$ cat src/rtl/sie_tx_packetizer.sv
// USB full-speed SIE transmit packetizer: PID-only packets as one byte, data
// packets as PID + payload + complemented CRC16, on a valid/ready byte link.
module sie_tx_packetizer #(
   parameter int MAX_PAYLOAD = 64
) (
   input  logic       clk_i,
   input  logic       rst_i,
   input  logic       clk_gate_i,
   input  logic       pkt_start_i,
   input  logic [3:0] pid_i,
   input  logic       data_valid_i,
   input  logic [7:0] data_i,
   output logic       data_ready_o,
   output logic       busy_o,
   output logic       tx_valid_o,
   output logic [7:0] tx_data_o,
   input  logic       tx_ready_i
);

   localparam int CW = $clog2(MAX_PAYLOAD + 1);
   localparam logic [CW-1:0] MAX_CNT = CW'(MAX_PAYLOAD);
   localparam logic [CW-1:0] CNT_ONE = CW'(1);

   typedef enum logic [2:0] {
      ST_IDLE   = 3'd0,
      ST_PID    = 3'd1,
      ST_DATA   = 3'd2,
      ST_CRC_LO = 3'd3,
      ST_CRC_HI = 3'd4
   } state_t;

   state_t        state_q, state_d;
   logic [3:0]    pid_q, pid_d;
   logic [CW-1:0] cnt_q, cnt_d;
   logic [15:0]   crc_q, crc_d;
   logic [7:0]    byte_q, byte_d;
   logic          tx_valid_q, tx_valid_d;
   logic [7:0]    tx_data_q, tx_data_d;
   logic          consume_s;
   logic [15:0]   crc_upd_s;

   // Reflected CRC16 (poly 0xA001), eight bit steps, LSB of the byte first.
   function automatic logic [15:0] crc16_byte(input logic [15:0] crc, input logic [7:0] d);
      logic [15:0] c;
      c = crc;
      for (int i = 0; i < 8; i++) begin
         if ((c[0] ^ d[i]) == 1'b1) c = (c >> 1) ^ 16'hA001;
         else                       c = c >> 1;
      end
      return c;
   endfunction

   assign consume_s  = clk_gate_i & tx_valid_q & tx_ready_i;
   assign crc_upd_s  = crc16_byte(crc_q, byte_q);
   assign busy_o     = (state_q != ST_IDLE);
   assign tx_valid_o = tx_valid_q;
   assign tx_data_o  = tx_data_q;

   // Next-state logic; tx_data_d is prepared one byte ahead so the PHY sees no gaps.
   always_comb begin
      state_d      = state_q;
      pid_d        = pid_q;
      cnt_d        = cnt_q;
      crc_d        = crc_q;
      byte_d       = byte_q;
      tx_valid_d   = tx_valid_q;
      tx_data_d    = tx_data_q;
      data_ready_o = 1'b0;
      case (state_q)
         ST_IDLE: begin
            if (pkt_start_i) begin
               pid_d      = pid_i;
               cnt_d      = '0;
               crc_d      = 16'hFFFF;
               tx_valid_d = 1'b1;
               tx_data_d  = {~pid_i, pid_i};
               state_d    = ST_PID;
            end else begin
               state_d    = ST_IDLE;
            end
         end
         ST_PID: begin
            if (!consume_s) begin
               state_d = ST_PID;
            end else if (pid_q[1:0] != 2'b11) begin
               tx_valid_d = 1'b0;
               state_d    = ST_IDLE;
            end else if (data_valid_i) begin
               byte_d       = data_i;
               cnt_d        = cnt_q + CNT_ONE;
               data_ready_o = 1'b1;
               tx_data_d    = data_i;
               state_d      = ST_DATA;
            end else begin
               tx_data_d = ~crc_q[7:0];
               state_d   = ST_CRC_LO;
            end
         end
         ST_DATA: begin
            if (!consume_s) begin
               state_d = ST_DATA;
            end else if (data_valid_i && (cnt_q < MAX_CNT)) begin
               crc_d        = crc_upd_s;
               byte_d       = data_i;
               cnt_d        = cnt_q + CNT_ONE;
               data_ready_o = 1'b1;
               tx_data_d    = data_i;
            end else begin
               crc_d     = crc_upd_s;
               tx_data_d = ~crc_upd_s[7:0];
               state_d   = ST_CRC_LO;
            end
         end
         ST_CRC_LO: begin
            if (consume_s) begin
               tx_data_d = ~crc_q[15:8];
               state_d   = ST_CRC_HI;
            end else begin
               state_d   = ST_CRC_LO;
            end
         end
         ST_CRC_HI: begin
            if (consume_s) begin
               tx_valid_d = 1'b0;
               state_d    = ST_IDLE;
            end else begin
               state_d    = ST_CRC_HI;
            end
         end
         default: begin
            tx_valid_d = 1'b0;
            state_d    = ST_IDLE;
         end
      endcase
   end

   // State registers advance only on bit-time gated cycles.
   always_ff @(posedge clk_i or posedge rst_i) begin
      if (rst_i) begin
         state_q    <= ST_IDLE;
         pid_q      <= 4'h0;
         cnt_q      <= '0;
         crc_q      <= 16'hFFFF;
         byte_q     <= 8'h00;
         tx_valid_q <= 1'b0;
         tx_data_q  <= 8'h00;
      end else if (clk_gate_i) begin
         state_q    <= state_d;
         pid_q      <= pid_d;
         cnt_q      <= cnt_d;
         crc_q      <= crc_d;
         byte_q     <= byte_d;
         tx_valid_q <= tx_valid_d;
         tx_data_q  <= tx_data_d;
      end
   end

endmodule

$ cat config.mk
export PLATFORM = sky130hd
export DESIGN_NAME = sie_tx_packetizer
export DESIGN_NICKNAME = d
export VERILOG_FILES = /design/src/rtl/sie_tx_packetizer.sv
export SDC_FILE = /design/constraint.sdc
export NUM_CORES = 1
export LEC_CHECK = 0
export ABC_AREA = 1
export ABC_CLOCK_PERIOD_IN_PS = 2150
export CAP_MARGIN = 20
export CORE_MARGIN = 10
export CORE_UTILIZATION = 56
export DETAILED_ROUTE_END_ITERATION = 16
export GPL_TIMING_DRIVEN = 0
export MAX_ROUTING_LAYER = met4
export PLACE_DENSITY = 0.79
export SYNTH_ARGS = -nofsm -noshare
export SYNTH_HDL_FRONTEND = slang
export SYNTH_SLANG_ARGS = --single-unit
$ cat constraint.sdc
create_clock -name clk_i -period 2.15 [get_ports clk_i]
set_input_delay 0.3225 -clock clk_i [delete_from_list [all_inputs] [get_ports clk_i]]
set_output_delay 0.3225 -clock clk_i [all_outputs]
set_load 0.05 [all_outputs]
==> results.sh, run 1 <==
export IMPL_status="finished, final reports clean"
export IMPL_wire_per_inst_um=15.4
export IMPL_tritoncts="built"
export IMPL_syn_instance_count=354
export IMPL_antenna_cells=0
export IMPL_cp_max_fo=3
export IMPL_syn_nets=373
export IMPL_clk_latency_ns=0.30
export IMPL_gp_congestion=0.978
export IMPL_yosysMostFrequentCell="nand2_1"
export IMPL_synthMuxAreaShare_pct=0
export IMPL_clock_fmax_mhz=482
export IMPL_synth_top_family_by_area="simple AND/OR/NAND/NOR gates"
export IMPL_via_per_inst=5.66
export IMPL_reg2reg_to="crc_q[13]$_DFFE_PP1P_"
export IMPL_fin_crit_ns=2.07
export IMPL_rrSetupSlack_ns=0.14
export IMPL_synthTopCellsByCount="nand2_1 (74), inv_1 (63), o21ai_0 (32)"
export IMPL_dp_hpwl_um=5140
export IMPL_grtUsageTotal_pct=18.3
export IMPL_p_total_mw=4.40
export IMPL_syn_to_final_growth_pct=21.4
export IMPL_r2r_cells=18
export IMPL_async_flop_share_pct=100
export IMPL_grt_overflow=0
export IMPL_num_rows=25
export IMPL_finalHoldViolCount=0
export IMPL_hold_path_class="primary input to async pin"
export IMPL_vias=2554
export IMPL_ys_warn_count=0
export IMPL_clk_pin_slew_ns=0.08
export IMPL_grt_pass1_vias=2398
export IMPL_max_vdd_ir_drop_mv=0.639
export IMPL_drt_wl_total_um=6940
export IMPL_yosysUniqueCellTypes=39
export IMPL_final_max_slew_viol_count=0
export IMPL_hold_ws_ns=0.301
export IMPL_yosysSeqAreaShare_pct=42.6
export IMPL_cap_violations=0
export IMPL_synth_compound_area_share_pct=20.3
export IMPL_post_route_drc_count=0
export IMPL_numClockSinks=45
export IMPL_initial_core_util_pct=57.3
export IMPL_clockBufferDepth=2
export IMPL_crit_start="state_q[0]$_DFFE_PP0P_"
export IMPL_skew_ns=0.0106
export IMPL_drtPass1Iterations=5
export IMPL_antenna_left=0
export IMPL_total_leakage_power_nw=1.57
export IMPL_synth_ff_type="dfrtp_1"
export IMPL_tightest_slew_ns=0.521
export IMPL_root_buffer="clkbuf_8"
export IMPL_numCtsBuffers=5
export IMPL_antenna_found_initial=0
export IMPL_cts_htree_levels=2
export IMPL_die_y_um=89.3
export IMPL_yosysTopAreaCellShare_pct=27.0
export IMPL_layout_nets=415
export IMPL_drt_iter0_drc=199
export IMPL_finalSetupViolCount=0
export IMPL_yosys_area_share_simple_pct=23.0
export IMPL_pin_count=29
export IMPL_synthTopCellsByArea="dfrtp_1 (27%), dfstp_2 (16%), nand2_1 (10%), inv_1 (8.8%), o21ai_0 (6.0%)"
export IMPL_reg2reg_from="crc_q[4]$_DFFE_PP1P_"
export IMPL_grt_pass1_wl_um=11200
export IMPL_synth_xor_area_share_pct=3.17
export IMPL_fin_crit_sh_pct=96.4
export IMPL_port_buffers=28
export IMPL_drive_gt1_share_pct=19.9
export IMPL_grt_max_degree=33
export IMPL_core_region_area_um2=4690
export IMPL_synth_edf_count=0
export IMPL_critPathCaptureType="output pin"
export IMPL_cp_arrival_ns=1.75
export IMPL_syn_avg_cell_area_um2=7.59
export IMPL_dieArea_um2=7970
export IMPL_fp_dieW_um=89.3
export IMPL_power_density_nw_per_um2=1350
export IMPL_slew_headroom_pct=65.2
export IMPL_synth_seq_cells=45
export IMPL_worstSetupPathType="register to output pin"
export IMPL_syn_area_um2=2690
export IMPL_cp_required_ns=1.83
export IMPL_setup_worst_path_start_class="register"
export IMPL_synth_adder_area_share_pct=0.466
export IMPL_yosysTopAreaCell="dfrtp_1"
## worst max-delay path, cell delays in order (launching register included)
cell and delay [ns]:
dfrtp_1 0.42, buf_4 0.15, nor2_1 0.12, inv_1 0.08, nor2_1 0.20, inv_2 0.06, dlygate4sd2_1 0.42
## kinds of logic after synthesis
logic type               after synthesis
AND/OR/NAND/NOR                      137
AO/OA/AOI/OAI                         90
adder cells (fa/ha/maj)                1
flip-flops                            45
XOR/XNOR                               8
buffers and inverters                 73
## worst max path at each step
stage / slack, ns / end
6_report: 0.08 / busy_o
5_1_grt: -0.04 / tx_data_o[0]$_DFFE_PP0P_
4_1_cts: -0.03 / data_ready_o
3_5_place_dp: -0.84 / data_ready_o
3_3_place_gp: -0.86 / data_ready_o
2_1_floorplan: 0.19 / tx_data_o[6]$_DFFE_PP0P_
## registers in the layout, summed over array words and instances, names as in the netlist
register and count:
tx_valid_o 1, state_q 3, tx_data_o 8, crc_q 16
byte_q 8, pid_q 2, cnt_q 7
## per-layer routing
layer,global-route usage (%),vias up,routed length (um)
met5,-,-,0
met4,4.48,0,125
met3,2.83,15,269
met2,29.7,75,3550
met1,23.4,1228,3000
li1,-,1236,-
## repair_timing
action	CTS	global route
pin swaps	1	5
hold buffers	0	0
setup buffers	1	5
resized for setup	11	20
endpoints found under the setup margin	2	4
## metrics by stage
| step | cell area (um^2) | TNS, ns | utilization [%] | instances | setup slack [ns] |
|---|---|---|---|---|---|
| after global routing | 3260 | -0.111 | 69.5 | 451 | -0.0424 |
| after global placement | 3040 | -4.84 | 64.7 | 436 | -0.858 |
| final | 3260 | 0 | 69.5 | 451 | 0.0770 |
| after CTS | 3160 | -0.0262 | 67.4 | 446 | -0.0262 |
| after floorplan | 2690 | 0 | - | 354 | 0.190 |
| after detailed placement | 3060 | -1.48 | 65.1 | 437 | -0.836 |
## report_power, final
group / internal, mW / total (mW) / leakage, nW / switching [mW]
clock network: 0.263 / 0.541 / 0.0455 / 0.279
logic: 0.855 / 2.58 / 0.990 / 1.72
registers: 1.11 / 1.28 / 0.540 / 0.176
## cell usage in the layout, fill, tap and decap left out, drive strengths merged, types with 2 or more instances in the layout
cell           netlist  routed
a22oi                8       8
nand2               84      84
clkbuf               1       9
xor2                 6       6
buf                  3      11
a21oi               23      23
dfrtp               29      29
o22ai                5       5
nand4                2       2
a32oi                2       2
xnor2                2       2
clkinv               2       2
nand3               21      21
a2111oi              2       2
nor3                 4       4
inv                 67      67
dfstp               16      16
clkdlybuf4s50        0      26
a221oi               4       4
a211oi               2       2
o21ai               40      40
nor2                24      24
## layout make-up
type / count / area [um^2]
tap: 54 / 67.6
multi-input combinational: 236 / 1330
clock buffer: 8 / 90.1
sequential: 45 / 1150
timing repair buffer: 35 / 345
fill: 403 / 1430
buffer: 4 / 18.8
inverter: 69 / 259
Note: power is estimated with default switching activity, not from simulation.
==> run 2: changes to the inputs <==
CORE_MARGIN = 1.5   (was 10)
CTS_CLUSTER_SIZE = 28   (was unset)
==> run 2 against run 1 <==
Clock skew decreased by 0.0058 ns. Worst setup slack got worse by 0.021 ns. Global-route usage increased by 10 points. Largest cell class unchanged. Sequential power about the same. Total power decreased by 4.5%. Combinational power decreased by 8%. First-iteration DRC count unchanged. Sequential share of layout area increased by 0.77 points. Non-clock buffer count decreased by 4. Cell area decreased by 2.0%. Critical path depth increased by 2. Register-to-register slack improved by 0.05 ns.
==> results.sh, run 2 (same netlist as run 1, synthesis figures left out) <==
export IMPL_status="finished, final reports clean"
export IMPL_cp_required_ns=1.83
export IMPL_tightest_slew_ns=0.511
export IMPL_drive_gt1_share_pct=16.8
export IMPL_fill_cells=412
export IMPL_finalSetupViolCount=0
export IMPL_p_seq_share_pct=30.5
export IMPL_hold_path_class="primary input to async pin"
export IMPL_final_common_cell="nand2_1"
export IMPL_cap_violations=0
export IMPL_cp_arrival_ns=1.77
export IMPL_via_per_inst=5.54
export IMPL_fp_dieW_um=72.3
export IMPL_regMostFlops="crc_q"
export IMPL_antenna_cells=0
export IMPL_switching_share_pct=48.7
export IMPL_port_buffers=28
export IMPL_drtPass1Iterations=4
export IMPL_cts_htree_levels=2
export IMPL_power_density_nw_per_um2=1320
export IMPL_drt_wl_total_um=6620
export IMPL_cts_hold_buf=0
export IMPL_layout_nets=411
export IMPL_total_leakage_power_nw=1.55
export IMPL_switchingPower_mw=2.05
export IMPL_die_y_um=72.3
export IMPL_final_max_slew_viol_count=0
export IMPL_p_clk_share_pct=12.9
export IMPL_clk_latency_ns=0.29
export IMPL_hold_ws_ns=0.293
export IMPL_vias=2477
export IMPL_grtUsageTotal_pct=28.4
export IMPL_initial_core_util_pct=57.7
export IMPL_dieArea_um2=5220
export IMPL_grt_overflow=0
export IMPL_regArea_um2=1150
export IMPL_clk_pin_slew_ns=0.08
export IMPL_core_region_area_um2=4660
export IMPL_tritoncts="built"
export IMPL_fin_crit_sh_pct=97.4
export IMPL_largest_reg_flops=16
export IMPL_slew_headroom_pct=65.8
export IMPL_numClockSinks=45
export IMPL_finalHoldViolCount=0
export IMPL_clockBufferDepth=2
export IMPL_dp_hpwl_um=4970
export IMPL_final_util_pct=68.6
export IMPL_num_rows=25
export IMPL_post_route_drc_count=0
export IMPL_rrSetupSlack_ns=0.19
export IMPL_numCtsBuffers=5
export IMPL_worstSetupPathType="register to output pin"
export IMPL_setup_worst_path_start_class="register"
export IMPL_root_buffer="clkbuf_8"
export IMPL_p_int_mw=2.16
export IMPL_pin_count=29
export IMPL_grt_pass1_wl_um=11100
export IMPL_grt_max_degree=33
export IMPL_critPathCaptureType="output pin"
export IMPL_final_cell_mix="nand2_1 (73), inv_1 (60), o21ai_0 (32)"
export IMPL_cp_max_fo=7
export IMPL_pwr_share_comb_pct=56.6
export IMPL_skew_ns=0.00476
export IMPL_max_vdd_ir_drop_mv=0.861
export IMPL_clock_fmax_mhz=478
export IMPL_grt_pass1_vias=2425
export IMPL_antenna_left=0
export IMPL_wire_per_inst_um=14.8
export IMPL_multi_input_area_um2=1300
export IMPL_antenna_found_initial=0
export IMPL_fin_crit_ns=2.09
export IMPL_syn_to_final_growth_pct=18.9
export IMPL_drt_iter0_drc=199
export IMPL_gp_congestion=0.908
[run 2: cell types whose count changed in the layout (fill, tap and decap cells not counted), sizes merged]
cell / before / now
buf: 11 / 7
[run 2: worst paths after layout]
path | end | from | cells past startpoint
setup / recovery | data_ready_o | state_q[2]$_DFFE_PP0P_ | 8
hold / removal | tx_valid_o$_DFFE_PP0P_ | rst_i | 2
hold reg to reg | cnt_q[5]$_DFFE_PP0P_ | cnt_q[5]$_DFFE_PP0P_ | 1
min in group clk_i | cnt_q[5]$_DFFE_PP0P_ | cnt_q[5]$_DFFE_PP0P_ | 1
setup reg to reg | crc_q[13]$_DFFE_PP1P_ | crc_q[1]$_DFFE_PP1P_ | 17
max in group asynchronous | crc_q[10]$_DFFE_PP1P_ | rst_i | 3
[run 2: cell type report]
type | instances | area share, %
Tap cell | 54 | 2.11
Timing Repair Buffer | 31 | 9.87
Multi-Input combinational cell | 236 | 40.6
Sequential cell | 45 | 35.9
Buffer | 4 | 0.587
Clock buffer | 8 | 2.82
Inverter | 69 | 8.10
[run 2: repair_timing]
action,4_1_cts,5_1_grt
pin swaps,1,0
endpoints found under the setup margin,2,4
setup buffers,1,1
resized for setup,11,9
[run 2: through the flow]
stage               power, mW  TNS (ns)  std cells  setup WS, ns  area, um^2
floorplan                3.01         0        354         0.190        2690
global placement         3.54     -4.59        436        -0.836        3040
detailed placement       3.61     -1.69        437        -0.852        3060
CTS                      4.16   -0.0431        446       -0.0431        3160
global route             4.54   -0.0216        447       -0.0194        3200
finish                   4.20         0        447        0.0559        3200
[run 2: layer usage]
layer / track usage [%] / share of wire (%)
met4: 10.5 / 2.7
met5: - / 0
met2: 45.9 / 49
met1: 35.1 / 44
met3: 6.25 / 4.2
[run 2: power groups by stage]
stage	sequential [mW]	combinational, mW	clock, mW
after floorplan	1.54	1.47	0
after global placement	1.28	2.26	0
after detailed placement	1.29	2.32	0
after CTS	1.27	2.34	0.545
after global routing	1.31	2.64	0.585
final	1.28	2.38	0.542
[run 2: worst max-delay path, cell delays in order (launching register included)]
cell,delay (ns)
dfrtp_2,0.47
nor2_4,0.13
nand2_4,0.11
nor2_4,0.13
inv_1,0.09
nand2_1,0.09
nand3_2,0.15
inv_2,0.14
buf_6,0.17
==> run 3: changes to the inputs <==
ABC_CLOCK_PERIOD_IN_PS = 1700   (was 2150)
CORE_UTILIZATION = 57   (was 56)
DONT_BUFFER_PORTS = 1   (was unset)
PLACE_DENSITY = 0.75   (was 0.79)
clock period = 1.7 ns   (was 2.15 ns; I/O delays follow)
==> run 3 against run 2 <==
The run now ends with negative setup slack left. Combinational power up 85%. Worst setup slack lost 0.34 ns. Sequential share of layout area shrank 5.5 points. Clock-buffer cell count down 1. Via count grew 18%. Wire length rose by 43%. Non-clock buffer count is 13 higher. Critical path type is now register to register. Clock skew shrank 0.0014 ns. Hold slack worse by 0.24 ns. Sequential cell count unchanged. Core utilization rose by 16 points.
==> results.sh, run 3 (same netlist as run 1, synthesis figures left out) <==
export IMPL_clock_fmax_mhz=503
export IMPL_clk_latency_ns=0.31
export IMPL_hold_ws_ns=0.0561
export IMPL_grt_pass1_wl_um=12100
export IMPL_regMostFlops="crc_q"
export IMPL_cap_violations=0
export IMPL_die_y_um=71.7
export IMPL_port_buffers=0
export IMPL_layout_nets=424
export IMPL_cp_arrival_ns=2.22
export IMPL_path_cells="inv_1, nor2_1, nand2_4, inv_2, a21oi_2, nand4_1, a21oi_2, nand2_8, o21ai_1, nor3b_2"
export IMPL_final_common_cell="inv_1"
export IMPL_critPathSlowestCell="dfrtp_2"
export IMPL_finalSetupViolCount=29
export IMPL_power_density_nw_per_um2=1950
export IMPL_drt_wl_total_um=9490
export IMPL_gp_congestion=0.961
export IMPL_grt_overflow=0
export IMPL_fin_crit_sh_pct=117
export IMPL_final_cell_mix="inv_1 (47), nand2_1 (46), buf_4 (37)"
export IMPL_drt_iter0_drc=385
export IMPL_clockBufferDepth=2
export IMPL_fin_crit_ns=1.99
export IMPL_grt_max_degree=26
export IMPL_slew_headroom_pct=61.2
export IMPL_drive_gt1_share_pct=47.0
export IMPL_crit_top_cell="a21oi_2"
export IMPL_critPathMaxStageDelay_ns=0.47
export IMPL_tritoncts="built"
export IMPL_skew_ns=0.00339
export IMPL_post_route_drc_count=0
export IMPL_core_region_area_um2=4440
export IMPL_critPathCaptureType="register"
export IMPL_crit_start="state_q[0]$_DFFE_PP0P_"
export IMPL_grtUsageTotal_pct=32.0
export IMPL_drtPass1Iterations=7
export IMPL_total_leakage_power_nw=1.76
export IMPL_root_buffer="clkbuf_8"
export IMPL_worstSetupPathType="register to register"
export IMPL_p_total_mw=7.35
export IMPL_use_met3_pct=5.20
export IMPL_use_met2_pct=53.6
export IMPL_tightest_slew_ns=0.582
export IMPL_busiest_layer="met2"
export IMPL_hold_path_class="primary input to register"
export IMPL_numClockSinks=45
export IMPL_largest_reg_flops=16
export IMPL_antenna_cells=0
export IMPL_violations="negative setup slack"
export IMPL_tns_ns=-4.46
export IMPL_cp_required_ns=1.93
export IMPL_clk_pin_slew_ns=0.09
export IMPL_antenna_found_initial=0
export IMPL_status="complete, but fails checks"
export IMPL_setup_slack_ns=-0.286
export IMPL_syn_to_final_growth_pct=40.3
export IMPL_worstHoldStart="data_i[7]"
export IMPL_wire_per_inst_um=20.7
export IMPL_max_vdd_ir_drop_mv=1.26
export IMPL_reg2reg_from="state_q[0]$_DFFE_PP0P_"
export IMPL_via_per_inst=6.38
export IMPL_initial_core_util_pct=60.5
export IMPL_rsz0062_at_grt="true"
export IMPL_cp_max_fo=6
export IMPL_use_met1_pct=39.0
export IMPL_finalHoldViolCount=0
export IMPL_numCtsBuffers=5
export IMPL_fp_dieW_um=71.7
export IMPL_cts_htree_levels=2
export IMPL_dieArea_um2=5140
export IMPL_num_rows=24
export IMPL_dp_hpwl_um=4930
export IMPL_antenna_left=0
export IMPL_final_max_slew_viol_count=0
export IMPL_setup_worst_path_start_class="register"
export IMPL_vias=2921
export IMPL_pin_count=29
export IMPL_grt_pass1_vias=2516
run 3: cell count changes in the layout (fill, tap and decap cells not counted), sizes merged:
cell	previous run	this run
clkinv	2	4
dlygate4sd2	1	0
clkinvlp	0	1
clkdlybuf4s50	26	0
bufinv	0	2
dlygate4sd3	0	1
inv	67	63
buf	7	45
run 3: repair_timing:
action                                  4_1_cts  5_1_grt
endpoints found under the setup margin       40       43
hold buffers                                  1        0
hold endpoints to repair                     20        0
setup buffers                                26       17
pin swaps                                    19       18
gates resized for setup                      58       86
gates cloned                                  0        1
run 3: power by group:
part           internal, mW  switching, mW
Sequential             1.40          0.668
Clock                 0.480          0.387
Combinational          1.75           2.66
Total                  3.63           3.72
run 3: metal layers:
metal / vias up / wire, um
li1: 1266 / -
met5: - / 0
met4: 0 / 396
met1: 1378 / 3600
met2: 221 / 4770
met3: 56 / 730
run 3: area by class of cell:
class	count	area, um^2
Multi-Input combinational cell	236	1720
Sequential cell	45	1150
Fill cell	228	673
Timing Repair Buffer	45	389
Inverter	69	309
Clock buffer	7	86.3
Tap cell	52	65.1
Clock inverter	1	30.0
Buffer	3	25.0
run 3: worst paths after layout:
kind | depth (start not counted) | slack (ns) | end
max | 10 | -0.29 | cnt_q[6]$_DFFE_PP0P_
min in group asynchronous | 2 | 0.43 | cnt_q[1]$_DFFE_PP0P_
min | 2 | 0.06 | byte_q[7]$_DFFE_PP0P_
min reg2reg | 1 | 0.50 | cnt_q[5]$_DFFE_PP0P_
max reg2reg | 10 | -0.29 | cnt_q[6]$_DFFE_PP0P_
max in group asynchronous | 3 | 0.69 | crc_q[14]$_DFFE_PP1P_
run 3: worst max-delay path: cells and delay by family, from the launching register on:
kind            cells  cell delay [ns]
buf+inv             2             0.19
flops               1             0.47
compound gates      3             0.58
simple gates        5             0.67
run 3: metrics by stage:
stage	area [um^2]	instances	setup WS (ns)	util, %
CTS	3290	442	-0.144	74.1
global route	3770	458	-0.343	84.9
finish	3770	458	-0.286	84.9
floorplan	2710	354	-0.0204	-
detailed placement	2800	407	-0.287	63.0
global placement	2780	406	-0.296	62.5
